File: src/rtl/rtc_bus_pkg.sv
// Shared definitions for the RTC bus sequencer: state encoding, init-sequence
// constants and the address/data phase-select values.
package rtc_bus_pkg;

  localparam logic [2:0] S_IDLE  = 3'd0;
  localparam logic [2:0] S_A_SET = 3'd1;
  localparam logic [2:0] S_A_PUL = 3'd2;
  localparam logic [2:0] S_A_HLD = 3'd3;
  localparam logic [2:0] S_D_SET = 3'd4;
  localparam logic [2:0] S_D_PUL = 3'd5;
  localparam logic [2:0] S_D_HLD = 3'd6;
  localparam logic [2:0] S_RECOV = 3'd7;

  typedef enum logic [2:0] {
    ST_IDLE  = S_IDLE,
    ST_A_SET = S_A_SET,
    ST_A_PUL = S_A_PUL,
    ST_A_HLD = S_A_HLD,
    ST_D_SET = S_D_SET,
    ST_D_PUL = S_D_PUL,
    ST_D_HLD = S_D_HLD,
    ST_RECOV = S_RECOV
  } estado_t;

  localparam logic [7:0] RTC_INIT_ADDR = 8'h02;
  localparam logic [7:0] RTC_INIT_D0   = 8'h10;
  localparam logic [7:0] RTC_INIT_D1   = 8'h00;

  localparam logic DIR_ADDR = 1'b0;
  localparam logic DIR_DATA = 1'b1;

endpackage

File: src/rtl/secuenciador_bus_rtc_contador_fase.sv
// Loadable down-counter timing each bus phase; cero_o flags the last cycle
// of the phase currently loaded.
module contador_fase #(
  parameter int W = 3
) (
  input  logic         clk_i,
  input  logic         rst_i,
  input  logic         carga_i,
  input  logic [W-1:0] valor_i,
  output logic [W-1:0] cuenta_o,
  output logic         cero_o
);

  logic [W-1:0] cuenta_q, cuenta_d;

  always_comb begin
    cuenta_d = cuenta_q;
    if (carga_i) begin
      cuenta_d = valor_i;
    end else if (cuenta_q != '0) begin
      cuenta_d = cuenta_q - 1'b1;
    end
  end

  always_ff @(posedge clk_i) begin
    if (rst_i) begin
      cuenta_q <= '0;
    end else begin
      cuenta_q <= cuenta_d;
    end
  end

  assign cuenta_o = cuenta_q;
  assign cero_o   = (cuenta_q == '0);

endmodule

File: src/rtl/secuenciador_bus_rtc.sv
// Sequences one multiplexed address/data transaction on the 8-bit RTC bus.
// Optional power-up init writes are enabled with `define RTC_INIT_SEQ_EN.
module secuenciador_bus_rtc
  import rtc_bus_pkg::*;
#(
  parameter int T_SETUP = 2,
  parameter int T_PULSE = 4,
  parameter int T_HOLD  = 2,
  parameter int T_RECOV = 3
) (
  input  logic       clk,
  input  logic       reset,
  input  logic       req,
  input  logic       rw,
  input  logic [7:0] addr,
  input  logic [7:0] wdata,
  output logic       busy,
  output logic       done,
  output logic [7:0] rdata,
  input  logic [7:0] in_reg_dato,
  output logic       out_flag_dato,
  output logic       out_direccion_dato,
  output logic       out_controlador_dato,
  output logic [7:0] out_addr,
  output logic [7:0] out_dato,
  output logic       out_flag_inicio,
  output logic       cs_n,
  output logic       a_d,
  output logic       rd_n,
  output logic       wr_n
);

  localparam int T_MAX_SP = (T_SETUP > T_PULSE) ? T_SETUP : T_PULSE;
  localparam int T_MAX_HR = (T_HOLD > T_RECOV) ? T_HOLD : T_RECOV;
  localparam int T_MAX    = (T_MAX_SP > T_MAX_HR) ? T_MAX_SP : T_MAX_HR;
  localparam int CW       = $clog2(T_MAX + 1);

  // Counter holds cycles remaining after the current one, so load T-1.
  function automatic logic [CW-1:0] duracion(input estado_t s);
    case (s)
      ST_A_SET, ST_D_SET: duracion = CW'(T_SETUP - 1);
      ST_A_PUL, ST_D_PUL: duracion = CW'(T_PULSE - 1);
      ST_A_HLD, ST_D_HLD: duracion = CW'(T_HOLD - 1);
      ST_RECOV:           duracion = CW'(T_RECOV - 1);
      default:            duracion = '0;
    endcase
  endfunction

  function automatic estado_t siguiente(input estado_t s);
    case (s)
      ST_A_SET: siguiente = ST_A_PUL;
      ST_A_PUL: siguiente = ST_A_HLD;
      ST_A_HLD: siguiente = ST_D_SET;
      ST_D_SET: siguiente = ST_D_PUL;
      ST_D_PUL: siguiente = ST_D_HLD;
      ST_D_HLD: siguiente = ST_RECOV;
      default:  siguiente = ST_IDLE;
    endcase
  endfunction

  estado_t       state_q, state_d;
  logic          rw_q, rw_d;
  logic [7:0]    addr_q, addr_d;
  logic [7:0]    wdata_q, wdata_d;
  logic          init_txn_q, init_txn_d;
  logic [7:0]    rdata_q;
  logic          busy_q, done_q;
  logic          cs_n_q, a_d_q, rd_n_q, wr_n_q;
  logic          flag_dato_q, dir_q, ctrl_q;

  logic          cnt_load;
  logic [CW-1:0] cnt_val, cnt_q;
  logic          cnt_zero;
  logic          can_start, start_init, start_user;
  logic          init_pending, init_pending_d;
  logic [7:0]    init_dato;
  logic          last_d, addr_ph_d, data_ph_d;

`ifdef RTC_INIT_SEQ_EN
  logic [1:0] init_cnt_q, init_cnt_d;
  logic       flag_inicio_q;

  assign init_pending   = (init_cnt_q != 2'd0);
  assign init_cnt_d     = start_init ? (init_cnt_q - 2'd1) : init_cnt_q;
  assign init_pending_d = (init_cnt_d != 2'd0);
  assign init_dato      = (init_cnt_q == 2'd2) ? RTC_INIT_D0 : RTC_INIT_D1;
  assign out_flag_inicio = flag_inicio_q;
`else
  assign init_pending    = 1'b0;
  assign init_pending_d  = 1'b0;
  assign init_dato       = RTC_INIT_D0;
  assign out_flag_inicio = 1'b0;
`endif

  contador_fase #(.W(CW)) u_contador (
    .clk_i    (clk),
    .rst_i    (reset),
    .carga_i  (cnt_load),
    .valor_i  (cnt_val),
    .cuenta_o (cnt_q),
    .cero_o   (cnt_zero)
  );

  // The last RECOV cycle doubles as an accept point, so back-to-back
  // requests keep cs_n high for exactly T_RECOV cycles.
  always_comb begin
    can_start  = (state_q == ST_IDLE) || ((state_q == ST_RECOV) && cnt_zero);
    start_init = can_start && init_pending;
    start_user = can_start && !init_pending && req;

    state_d    = state_q;
    cnt_load   = 1'b0;
    cnt_val    = '0;
    rw_d       = rw_q;
    addr_d     = addr_q;
    wdata_d    = wdata_q;
    init_txn_d = init_txn_q;

    if (start_init) begin
      rw_d       = 1'b1;
      addr_d     = RTC_INIT_ADDR;
      wdata_d    = init_dato;
      init_txn_d = 1'b1;
    end else if (start_user) begin
      rw_d       = rw;
      addr_d     = addr;
      wdata_d    = wdata;
      init_txn_d = 1'b0;
    end

    if (start_init || start_user) begin
      state_d  = ST_A_SET;
      cnt_load = 1'b1;
      cnt_val  = duracion(ST_A_SET);
    end else if ((state_q != ST_IDLE) && cnt_zero) begin
      state_d  = siguiente(state_q);
      cnt_load = 1'b1;
      cnt_val  = duracion(state_d);
    end

    last_d    = cnt_load ? (cnt_val == '0) : (cnt_q == CW'(1));
    addr_ph_d = (state_d inside {ST_A_SET, ST_A_PUL, ST_A_HLD});
    data_ph_d = (state_d inside {ST_D_SET, ST_D_PUL, ST_D_HLD});
  end

  // Outputs are decoded from the next state so they line up with state_q.
  always_ff @(posedge clk) begin
    if (reset) begin
      state_q     <= ST_IDLE;
      rw_q        <= 1'b0;
      addr_q      <= '0;
      wdata_q     <= '0;
      init_txn_q  <= 1'b0;
      rdata_q     <= '0;
      busy_q      <= 1'b0;
      done_q      <= 1'b0;
      cs_n_q      <= 1'b1;
      a_d_q       <= 1'b0;
      rd_n_q      <= 1'b1;
      wr_n_q      <= 1'b1;
      flag_dato_q <= 1'b0;
      dir_q       <= DIR_ADDR;
      ctrl_q      <= 1'b0;
`ifdef RTC_INIT_SEQ_EN
      init_cnt_q    <= 2'd2;
      flag_inicio_q <= 1'b0;
`endif
    end else begin
      state_q    <= state_d;
      rw_q       <= rw_d;
      addr_q     <= addr_d;
      wdata_q    <= wdata_d;
      init_txn_q <= init_txn_d;
      if ((state_q == ST_D_PUL) && cnt_zero && !rw_q) begin
        rdata_q <= in_reg_dato;
      end
      busy_q      <= (state_d != ST_IDLE) || init_pending_d;
      done_q      <= (state_d == ST_RECOV) && last_d && !init_txn_d;
      cs_n_q      <= !(addr_ph_d || data_ph_d);
      a_d_q       <= addr_ph_d;
      wr_n_q      <= !((state_d == ST_A_PUL) || ((state_d == ST_D_PUL) && rw_d));
      rd_n_q      <= !((state_d == ST_D_PUL) && !rw_d);
      flag_dato_q <= addr_ph_d || data_ph_d;
      dir_q       <= data_ph_d ? DIR_DATA : DIR_ADDR;
      ctrl_q      <= addr_ph_d || (data_ph_d && rw_d);
`ifdef RTC_INIT_SEQ_EN
      init_cnt_q    <= init_cnt_d;
      flag_inicio_q <= ((state_d != ST_IDLE) && init_txn_d) || init_pending_d;
`endif
    end
  end

  assign busy                 = busy_q;
  assign done                 = done_q;
  assign rdata                = rdata_q;
  assign out_flag_dato        = flag_dato_q;
  assign out_direccion_dato   = dir_q;
  assign out_controlador_dato = ctrl_q;
  assign out_addr             = addr_q;
  assign out_dato             = wdata_q;
  assign cs_n                 = cs_n_q;
  assign a_d                  = a_d_q;
  assign rd_n                 = rd_n_q;
  assign wr_n                 = wr_n_q;

endmodule

File: config.mk
export PLATFORM = sky130hd
export DESIGN_NAME = secuenciador_bus_rtc
export DESIGN_NICKNAME = d
export VERILOG_FILES = /design/src/rtl/rtc_bus_pkg.sv /design/src/rtl/secuenciador_bus_rtc_contador_fase.sv /design/src/rtl/secuenciador_bus_rtc.sv
export SDC_FILE = /design/constraint.sdc
export NUM_CORES = 1
export LEC_CHECK = 0
export CAP_MARGIN = 40
export CORE_AREA = 2 2 64 66
export CTS_BUF_LIST = sky130_fd_sc_hd__clkbuf_8 sky130_fd_sc_hd__clkbuf_16
export DETAILED_ROUTE_END_ITERATION = 10
export DIE_AREA = 0 0 66 68
export PLACE_DENSITY_LB_ADDON = 0.15
export SLEW_MARGIN = 0
export SYNTH_ARGS = -nofsm -noshare
export SYNTH_HDL_FRONTEND = slang
export SYNTH_SLANG_ARGS = --single-unit
File: constraint.sdc
create_clock -name clk -period 5.8 [get_ports clk]
set_input_delay 1.74 -clock clk [delete_from_list [all_inputs] [get_ports clk]]
set_output_delay 1.74 -clock clk [all_outputs]
set_load 0.03 [all_outputs]
==> impl_metrics.toml <==
[sta]
whs_ns = 0.4696
max-slew-margin-rel = 0.5715
timing_max_transition_violations_final = 0
min_period_ns = 3.111
tightestPinTransition_ns = 0.6428
setup-violations-final = 0
timing.fmax_mhz = 321.5
fin_setup_tns_ns = 0
hold_viol = 0
rsz0062_at_grt = "no"
fin_skew_ns = 0.004826
finalCritPeriodShare = 0.5363

[logic_synthesis]
synth_top_area_share = 0.4774
ys.flop_type = "dfxtp_1"
seq_area_frac_synth = 0.4774
yosys-top-cells-count = "41 x dfxtp_1, 35 x nor2_1, 27 x mux2i_1, 5 x clkbuf_1, 5 x inv_1"
yosysMostFrequentCell = "dfxtp_1"
yosysTopAreaCell = "dfxtp_1"
synth_adder_area_share = 0.02183
synth_compound_area_frac = 0.06696
ys_warn_count = 0
synthMuxAreaShare = 0.1769
synth.distinct_cells = 40
synth_top_family_by_area = "multiplexers"
yosys.area_share.simple = 0.1739
postSynthAreaPerCell_um2 = 9.880
synth_xor_area_frac = 0.01528
syn_area_um2 = 1719
synth_edf_count = 0
syn_nets = 205
ys_top_cells_by_area = "dfxtp_1 48%, mux2i_1 16%, nor2_1 7.6%"
syn-instance-count = 174
async_flop_share = 0
ys_seq_elements = 41

[die]
dieArea_um2 = 4488
initial_core_util = 0.4458
die_h_um = 68
fp-row-count = 23
io_pins = 62
die_w_um = 66
core_area_um2 = 3856

[layout]
seqCellArea_um2 = 820.8
drive_gt1_frac = 0.07391
multi_input_area_um2 = 789.5
final_nets = 260
n_fill_cell = 332
antenna_cells = 0
syn_to_final_growth_pct = 41.85

[grt]
grt_usage = 0.1830
antenna_found_initial = 0
grt_use_met1 = 0.2205
grt_pass1_wl_um = 6134
grtUsageMet3 = 0.07072
gr-total-overflow = 0
first_global_vias = 1329
grt_max_degree = 39
use_met2 = 0.3018
busiest_layer = "met2"

[placement]
io_buffers = 60
hpwl_um = 2750
gp_congestion = 0.7529

[routing]
detail-route-antenna-nets = 0
via_per_inst = 4.911
wl_um = 3782
drt_first_pass_iters = 4
vias = 1375
drc = 0
wl_per_cell_um = 13.51
dr.first_iter.drc_count = 61

[pwr]
powerDensity_nw_per_um2 = 437.0
power_leakage_uw = 0.0009836
peakVddDrop_uv = 187.6

[hold_path]
hold_start = "u_contador.cuenta_o[1]"
hold_class = "reg2reg"

[clock_network]
cts_made_buffers = 5
root_buffer = "clkbuf_8"
postCtsSetupBuffers = 0
clk_pin_slew_ns = 0.08
cts_tree = "yes"
holdBufCountCts = 0
clk_latency_ns = 0.29
clock-sinks = 41
cts_resized = 0
cts_htree_levels = 2
cts.path.max_buffers = 2

[critical_path]
startpoint_type = "primary input"
critical_path.startpoint = "req"
rr_startpoint = "u_contador.cuenta_o[0]"
worst-setup-path-type = "in2reg"
cp.required_ns = 5.97
rr_worst_depth = 8
cp.arrival_ns = 3.29
r2r_slack_ns = 3.26
reg2reg_to = "wr_n"
crit_end = "busy"
critPathCaptureType = "flip-flop"
critPathMaxFanout = 10

[flow_run]
drv_cap = 0

[run_status]
status = "finished clean"
## registers in the layout (all words and copies together) (netlist names)
name                  flops
out_direccion_dato        1
a_d                       1
u_contador.cuenta_o       3
out_dato                  8
rw_q                      1
rdata                     8
out_controlador_dato      1
out_addr                  8
out_flag_dato             1
done                      1
init_txn_q                1
cs_n                      1
rd_n                      1
state_q                   3
busy                      1
wr_n                      1
## cells in the final DEF (no fill, tap or decap), types with 2 or more instances in the layout
cell type | netlist | layout
a21oi_1 | 4 | 4
a211oi_1 | 3 | 3
nor3_1 | 4 | 4
o21ai_0 | 2 | 2
nand2b_1 | 3 | 3
nor2_1 | 35 | 35
ha_1 | 3 | 3
dfxtp_1 | 41 | 41
xnor2_1 | 2 | 2
clkbuf_8 | 0 | 6
nand2_1 | 3 | 3
inv_1 | 5 | 5
nand3_1 | 3 | 3
mux2i_1 | 27 | 27
clkdlybuf4s50_1 | 0 | 60
or3_1 | 2 | 2
## worst max-delay path: stages
cell	delay (ns)
clkdlybuf4s50_1	0.59
nor2b_1	0.23
a211oi_1	0.25
a211oi_1	0.09
or3_1	0.39
## through the flow
step	worst slack, ns	util	cells	instance area, um2	total power (uW)
finish	2.689	0.6324	280	2439	1066
global route	2.597	0.6324	280	2439	1140
CTS	2.681	0.6324	280	2439	1076
detailed placement	2.366	0.6012	272	2318	836.1
global placement	2.319	0.5973	271	2303	818.5
floorplan	3.002	-	174	1719	711.3
## per-layer routing
metal,routed length (um),up-vias
met1,1635,640
li1,-,694
met4,29,0
met5,0,-
met2,1918,37
met3,199,4
## layout make-up
| class | count | share of cell area |
|---|---|---|
| clock inverters | 2 | 0.01539 |
| inverters | 6 | 0.009236 |
| clock buffers | 6 | 0.03386 |
| repair buffers | 62 | 0.2555 |
| flip-flops and latches | 41 | 0.3366 |
| multi-input cells | 113 | 0.3238 |
| well taps | 50 | 0.02565 |
## power by group
part           internal [uW]  switching, uW
clock                    140           97.9
combinational            204            233
sequential               336           54.6
## worst min-delay path by stage
stage	cells after the start	endpoint
after CTS	2	u_contador.cuenta_o[1]
after detailed placement	2	u_contador.cuenta_o[1]
final	2	u_contador.cuenta_o[1]
after global placement	2	u_contador.cuenta_o[1]
after floorplan	2	u_contador.cuenta_o[1]
after global routing	2	u_contador.cuenta_o[1]
## cells by family (layout without fill, tap and decap cells)
| logic type | Yosys count | count (layout) |
|---|---|---|
| AO/OA/AOI/OAI | 17 | 17 |
| XOR/XNOR | 3 | 3 |
| adder cells (fa/ha/maj) | 3 | 3 |
| other | 1 | 1 |
| flip-flops | 41 | 41 |
| buffers and inverters | 20 | 76 |
| AND/OR/NAND/NOR | 60 | 60 |
| multiplexers | 29 | 29 |
Note: power is estimated with default switching activity, not from simulation.
